--- src/rtl/serial_mag_comp.sv ---
// Digit-serial magnitude comparator: folds per-digit gt/lt/eq codes (MSB first)
// into a word verdict, with a start/done word protocol and illegal-code flagging.
module serial_mag_comp #(
  parameter int DIGITS = 4
) (
  input  logic clk,
  input  logic rst_n,
  input  logic start,
  input  logic in_valid,
  input  logic gt_in,
  input  logic lt_in,
  input  logic eq_in,
  output logic in_ready,
  output logic busy,
  output logic done,
  output logic greater,
  output logic less,
  output logic equal,
  output logic err
);
  localparam int CW = (DIGITS > 1) ? $clog2(DIGITS) : 1;

  typedef enum logic [1:0] {IDLE, RUN, DONE} state_t;

  typedef struct packed {
    logic gt;
    logic lt;
    logic dec;
    logic err;
  } acc_t;

  state_t        state, nstate;
  logic [CW-1:0] cnt;
  acc_t          acc_q, acc_d;
  logic          accept, legal, last;

  assign accept = (state == RUN) & in_valid;
  // exactly one of three high: odd parity, but not all three
  assign legal  = (gt_in ^ lt_in ^ eq_in) & ~(gt_in & lt_in & eq_in);
  assign last   = (cnt == CW'(DIGITS - 1));

  // Fold the current digit into the running result; first non-equal legal digit wins.
  always_comb begin
    acc_d     = acc_q;
    acc_d.err = acc_q.err | ~legal;
    if (!acc_q.dec && legal && gt_in) begin
      acc_d.gt  = 1'b1;
      acc_d.dec = 1'b1;
    end else if (!acc_q.dec && legal && lt_in) begin
      acc_d.lt  = 1'b1;
      acc_d.dec = 1'b1;
    end
  end

  always_ff @(posedge clk or negedge rst_n) begin
    if (!rst_n) state <= IDLE;
    else        state <= nstate;
  end

  always_comb begin
    nstate = state;
    case (state)
      IDLE:    if (start) nstate = RUN;
      RUN:     if (accept && last) nstate = DONE;
      DONE:    nstate = IDLE;
      default: nstate = IDLE;
    endcase
  end

  always_comb begin
    in_ready = 1'b0;
    busy     = 1'b0;
    done     = 1'b0;
    case (state)
      RUN: begin
        in_ready = 1'b1;
        busy     = 1'b1;
      end
      DONE:    done = 1'b1;
      default: ;
    endcase
  end

  always_ff @(posedge clk or negedge rst_n) begin
    if (!rst_n) begin
      cnt     <= '0;
      acc_q   <= '0;
      greater <= 1'b0;
      less    <= 1'b0;
      equal   <= 1'b0;
      err     <= 1'b0;
    end else if (state == IDLE && start) begin
      cnt   <= '0;
      acc_q <= '0;
    end else if (accept) begin
      acc_q <= acc_d;
      if (last) begin
        greater <= acc_d.gt;
        less    <= acc_d.lt;
        equal   <= ~acc_d.gt & ~acc_d.lt;
        err     <= acc_d.err;
      end else begin
        cnt <= cnt + CW'(1);
      end
    end
  end

endmodule
--- config.mk ---
export PLATFORM = sky130hd
export DESIGN_NAME = serial_mag_comp
export DESIGN_NICKNAME = d
export VERILOG_FILES = /design/src/rtl/serial_mag_comp.sv
export SDC_FILE = /design/constraint.sdc
export NUM_CORES = 1
export LEC_CHECK = 0
export CORE_MARGIN = 4
export CORE_UTILIZATION = 43
export DETAILED_ROUTE_END_ITERATION = 6
export PLACE_DENSITY = 0.78
export SYNTH_ARGS = -nofsm -noshare
export SYNTH_HDL_FRONTEND = slang
export SYNTH_SLANG_ARGS = --single-unit
--- constraint.sdc ---
create_clock -name clk -period 1.37 [get_ports clk]
set_input_delay 0.274 -clock clk [delete_from_list [all_inputs] [get_ports clk]]
set_output_delay 0.274 -clock clk [all_outputs]
set_load 0.05 [all_outputs]
==> results of run 1 <==
-- through the flow --
stage | power [mW] | utilization [%] | instances | worst slack, ps | hold slack, ps
global route | 2.24 | 72.0 | 95 | -25.0 | 300
global placement | 1.81 | 67.6 | 90 | -453 | 475
detailed placement | 1.85 | 67.6 | 90 | -569 | 490
finish | 2.10 | 72.0 | 95 | 9.48 | 291
floorplan | 1.28 | - | 54 | 23.4 | -21.6
CTS | 2.12 | 72.0 | 95 | 10.9 | 288
-- path summary, 6_finish.rpt --
kind | slack (ps) | to | from | cells after the start
max in group asynchronous | 910 | state[1] | rst_n | 2
max reg2reg | 90 | acc_q[0] | state[0] | 4
max | 9 | done | state[0] | 2
min in group clk | 510 | err | acc_q[0] | 1
min reg2reg | 510 | err | acc_q[0] | 1
min | 290 | greater | rst_n | 2
-- what timing repair did --
item	4_1_cts	5_1_grt
pin swaps	2	2
gates resized for setup	6	0
setup buffers	3	0
endpoints found under the setup margin	11	5
-- power groups by stage --
stage / clock network (mW) / logic [mW] / registers [mW]
after global routing: 0.242 / 1.32 / 0.677
after global placement: 0 / 1.16 / 0.649
after floorplan: 0 / 0.476 / 0.803
after detailed placement: 0 / 1.20 / 0.658
final: 0.216 / 1.24 / 0.651
after CTS: 0.226 / 1.24 / 0.649
-- kinds of logic (layout without fill, tap and decap cells) --
kind of cell / count (synthesis) / after routing
flops: 12 / 12
simple gates: 16 / 16
buf+inv: 6 / 32
fa+ha+maj: 2 / 2
compound gates: 16 / 16
xor+xnor: 1 / 1
mux: 1 / 1
-- synthesized netlist by cell type (2+ instances only) --
master	instances
o211ai_1	2
o21ai_0	3
a21oi_1	3
nor3b_1	2
a31oi_1	2
inv_1	5
nor2_1	4
nor2b_1	3
dfrtp_1	12
o221ai_1	2
ha_1	2
-- routing by layer --
| metal | wire, um | part of all wire [%] |
|---|---|---|
| met5 | 0 | 0 |
| met4 | 36 | 2.5 |
| met3 | 87 | 6.2 |
| met2 | 694 | 49 |
| met1 | 594 | 42 |
-- state kept, by name, summed over array words and instances, names as in the netlist --
| signal | count |
|---|---|
| less | 1 |
| err | 1 |
| acc_q | 4 |
| equal | 1 |
| greater | 1 |
| state | 2 |
| cnt | 2 |
-- cell type report --
type / instances / area, um2
Clock buffer: 3 / 22.5
Fill cell: 92 / 364
Inverter: 5 / 18.8
Multi-Input combinational cell: 36 / 295
Sequential cell: 12 / 302
Tap cell: 15 / 18.8
Timing Repair Buffer: 24 / 280
==> results.yml, run 1 <==
run_status:
  status: "finished, final reports clean"
clock_network:
  clock_latency_ps: 270
  clk_pin_slew_ps: 70
  cts_hold_buf: 0
  cts_buffers: 3
  clkSinkCount: 12
  root_buffer: "clkbuf_4"
  cts_max_level: 1
  cts_tree: "done"
  clockBufferDepth: 2
worst_setup_path:
  critical-path-slowest-cell: "dfrtp_1"
  start_kind: "flip-flop"
  cp.arrival_ps: 1090
  path_class: "flip-flop to primary output"
  cp_cell_sequence: "and2b_1 -> buf_12"
  slowest_delay_ps: 410
  endpoint_kind: "primary output"
  cp_top_family: "flip-flops"
  required_ps: 1100
  cp_max_fo: 3
  cp_num_buf_inv: 1
synthesis:
  yosysSeqAreaShare_pct: 50.6
  syn_area_um2: 593
  synth_compound_area_share_pct: 18.4
  synth_nets: 63
  yosys_warnings: 0
  syn_area_per_cell_um2: 11.0
  synthArstFlopShare_pct: 100
  synth-xor-area-share_pct: 1.48
  ys.flop_type: "dfrtp_1"
  synth_seq_cells: 12
  synth_top_family_by_area: "simple AND/OR/NAND/NOR gates"
  yosys.area_share.simple_pct: 19.2
  synth_edf_count: 0
  synth_adder_area_share_pct: 4.22
  syn_inst: 54
  synth_top_area_share_pct: 50.6
  yosysTopAreaCell: "dfrtp_1"
  yosys-top-cells-area: "dfrtp_1, ha_1, inv_1, nor2b_1, o221ai_1"
  ys_types: 25
  synthMuxAreaShare_pct: 1.69
power:
  pwr-share-comb_pct: 58.8
  powerDensity_nw_per_um2: 2250
  pwr-share-clk_pct: 10.2
  ir_worst_vdd_mv: 1.20
  p_int_mw: 1.24
  swShare_pct: 41.0
  p_sw_mw: 0.863
  p_leak_nw: 0.427
  power_frac_seq_pct: 30.9
routing:
  drtIter0Drc: 10
  routedWlPerCell_um: 14.9
  post-route-drc-count: 0
  routed_wl_um: 1410
  num_vias: 497
  dr.pass1.iters: 4
  viasPerCell: 5.23
  ant_nets: 0
timing:
  fmax_mhz: 735
  setup_violations: 0
  slew_headroom_pct: 80.9
  fin_crit_ps: 1360
  finalHoldViolCount: 0
  setup_tns_ps: 0
  post-route-period-util_pct: 99.3
  rsz0062_at_grt: "yes"
  skew_ps: 1.28
  tightest_slew_ps: 285
  drv_slew: 0
placed_design:
  gp_congestion: 0.782
  place_area_um2: 880
  place.port_buffers: 13
  dp_hpwl_um: 1040
die:
  die_area_um2: 2040
  initial_core_util_pct: 45.6
  io_pins: 14
  rows: 13
  die_w_um: 45.1
  dieHeight_um: 45.1
  core_um2: 1300
grt:
  grt-busiest-layer: "met2"
  use_met2_pct: 25.1
  grt_use_met1_pct: 22.1
  use_met3_pct: 6.37
  grtUsageTotal_pct: 17.7
  grt_start_max_net_pins: 13
  grt_pass1_wl_um: 2460
  grt-ovfl-total: 0
  antenna_found_initial: 0
  grt_pass1_vias: 522
flow_run:
  drv_cap: 0
cells_and_area:
  area_growth_pct: 58.0
  antenna_cells: 0
  finalNetCount: 91
  layout_common_cells: "dfrtp_1, buf_4, buf_12"
  drive_above_1_share_pct: 36.3
  design_area_um2: 937
min_path:
  hp-class: "primary input to asynchronous set/reset pin"
Power figures use the tool's default switching activity.
==> run 2, diff against run 1 <==
Settings changed: CTS_CLUSTER_SIZE from default to 12, MAX_ROUTING_LAYER from default to met4.
==> run 2 against run 1 <==
Compared with the run above:
- total power about the same
- highest routed layer unchanged
- register-to-register slack is essentially flat
- via count unchanged
- critical endpoint unchanged
- critical path type unchanged
- die area is the same
- count of clock-buffer cells in the layout did not move
- sequential share of layout area unchanged
- critical path depth stayed put
==> results.yml, run 2 (synthesis gave the netlist of run 1 again) <==
worst_setup_path:
  start_kind: "flip-flop"
  required_ps: 1100
  path_class: "flip-flop to primary output"
  reg2reg_depth: 4
  cp_max_fo: 3
  endpoint_kind: "primary output"
  cp.arrival_ps: 1080
routing:
  post-route-drc-count: 0
  drtIter0Drc: 10
  num_vias: 497
  routedWlPerCell_um: 14.9
  viasPerCell: 5.23
  dr.pass1.iters: 4
  routed_wl_um: 1410
  ant_nets: 0
placed_design:
  gp_congestion: 0.793
  dp_hpwl_um: 1040
  dp_cells: 90
  place.port_buffers: 13
clock_network:
  cts_buffers: 3
  clkSinkCount: 12
  clock_latency_ps: 270
  cts_max_level: 1
  cts_tree: "done"
  clk_pin_slew_ps: 70
  clockBufferDepth: 2
  cts_hold_buf: 0
  root_buffer: "clkbuf_4"
timing:
  setup_tns_ps: 0
  slew_headroom_pct: 80.9
  fin_crit_ps: 1360
  drv_slew: 0
  rsz0062_at_grt: "yes"
  setup_violations: 0
  skew_ps: 1.36
  fmax_mhz: 737
  finalHoldViolCount: 0
  tightest_slew_ps: 285
  post-route-period-util_pct: 99.0
power:
  powerDensity_nw_per_um2: 2250
  swShare_pct: 41.0
  p_sw_mw: 0.864
  pwr-share-comb_pct: 58.8
  ir_worst_vdd_mv: 1.20
  pwr-share-clk_pct: 10.2
  power_frac_seq_pct: 30.9
  p_int_mw: 1.24
  p_leak_nw: 0.427
grt:
  antenna_found_initial: 0
  grt_pass1_vias: 523
  grt_start_max_net_pins: 13
  grtUsageTotal_pct: 18.2
  grt-ovfl-total: 0
  grt_pass1_wl_um: 2460
cells_and_area:
  largest_reg_flops: 4
  reg_top3: "acc_q x4, cnt x2, state x2"
  top_register: "acc_q"
  area_growth_pct: 58.0
  final.fill_count: 92
  seq_area_um2: 302
  layout_common_cells: "dfrtp_1, buf_4, buf_12"
  multi_input_area_um2: 295
  antenna_cells: 0
  drive_above_1_share_pct: 36.3
  finalNonFillerCells: 95
  finalNetCount: 91
min_path:
  hp-class: "primary input to asynchronous set/reset pin"
die:
  core_um2: 1300
  io_pins: 14
  rows: 13
  die_area_um2: 2040
  initial_core_util_pct: 45.6
  dieHeight_um: 45.1
  die_w_um: 45.1
run_status:
  status: "finished, final reports clean"
flow_run:
  drv_cap: 0
==> run 2: cell counts in the layout (fill, tap and decap cells not counted) <==
Identical to the previous run, type by type.
==> run 2: final cells by class <==
type	instances	area share, %
sequential	12	32.2
timing repair buffer	24	29.9
tap	15	2.00
clock buffer	3	2.40
inverter	5	2.00
multi-input combinational	36	31.5
==> run 2: worst paths after layout <==
path	from	end	slack, ps
setup / recovery	state[0]	done	10
hold / removal	rst_n	less	290
setup reg to reg	state[0]	acc_q[0]	90
hold reg to reg	acc_q[0]	err	510
max in group asynchronous	rst_n	state[1]	910
min in group clk	acc_q[0]	err	510
==> run 2: power groups by stage <==
stage	clock [mW]	combinational [mW]	sequential (mW)
2_1_floorplan	0	0.476	0.803
3_3_place_gp	0	1.16	0.649
3_5_place_dp	0	1.20	0.658
4_1_cts	0.226	1.24	0.649
5_1_grt	0.242	1.32	0.677
6_report	0.216	1.24	0.651
==> run 2: metal layers <==
layer  global-route usage, %  up-vias  routed length, um
met5                       -        -                  0
met4                    12.3        0                 36
met3                    5.98        5                 85
met2                    25.4       13                694
met1                    22.1      231                595
li1                        -      248                  -
==> run 2: what timing repair did <==
action,CTS,global route
buffers inserted,3,0
pin swaps,2,2
endpoints found under the setup margin,11,5
resized for setup,6,0
==> run 2: per-stage QoR <==
stage	instance area (um2)	setup WS [ps]	power (mW)	hold slack (ps)	utilization [%]
2_1_floorplan	601	23.4	1.28	-21.6	-
3_3_place_gp	880	-453	1.81	475	67.6
3_5_place_dp	880	-569	1.85	490	67.6
4_1_cts	937	10.9	2.12	288	72.0
5_1_grt	937	-25.0	2.24	299	72.0
6_report	937	13.8	2.11	291	72.0
==> run 2: worst max-delay path, cell delays in order (launching register included) <==
cell     delay, ps
dfrtp_1        410
and2b_1        250
buf_12         140
==> run 3, diff against run 2 <==
Settings changed: SKIP_LAST_GASP from default to 1.
==> results of run 3 <==
The final DEF is identical to that of run 2; final timing and power are the same.
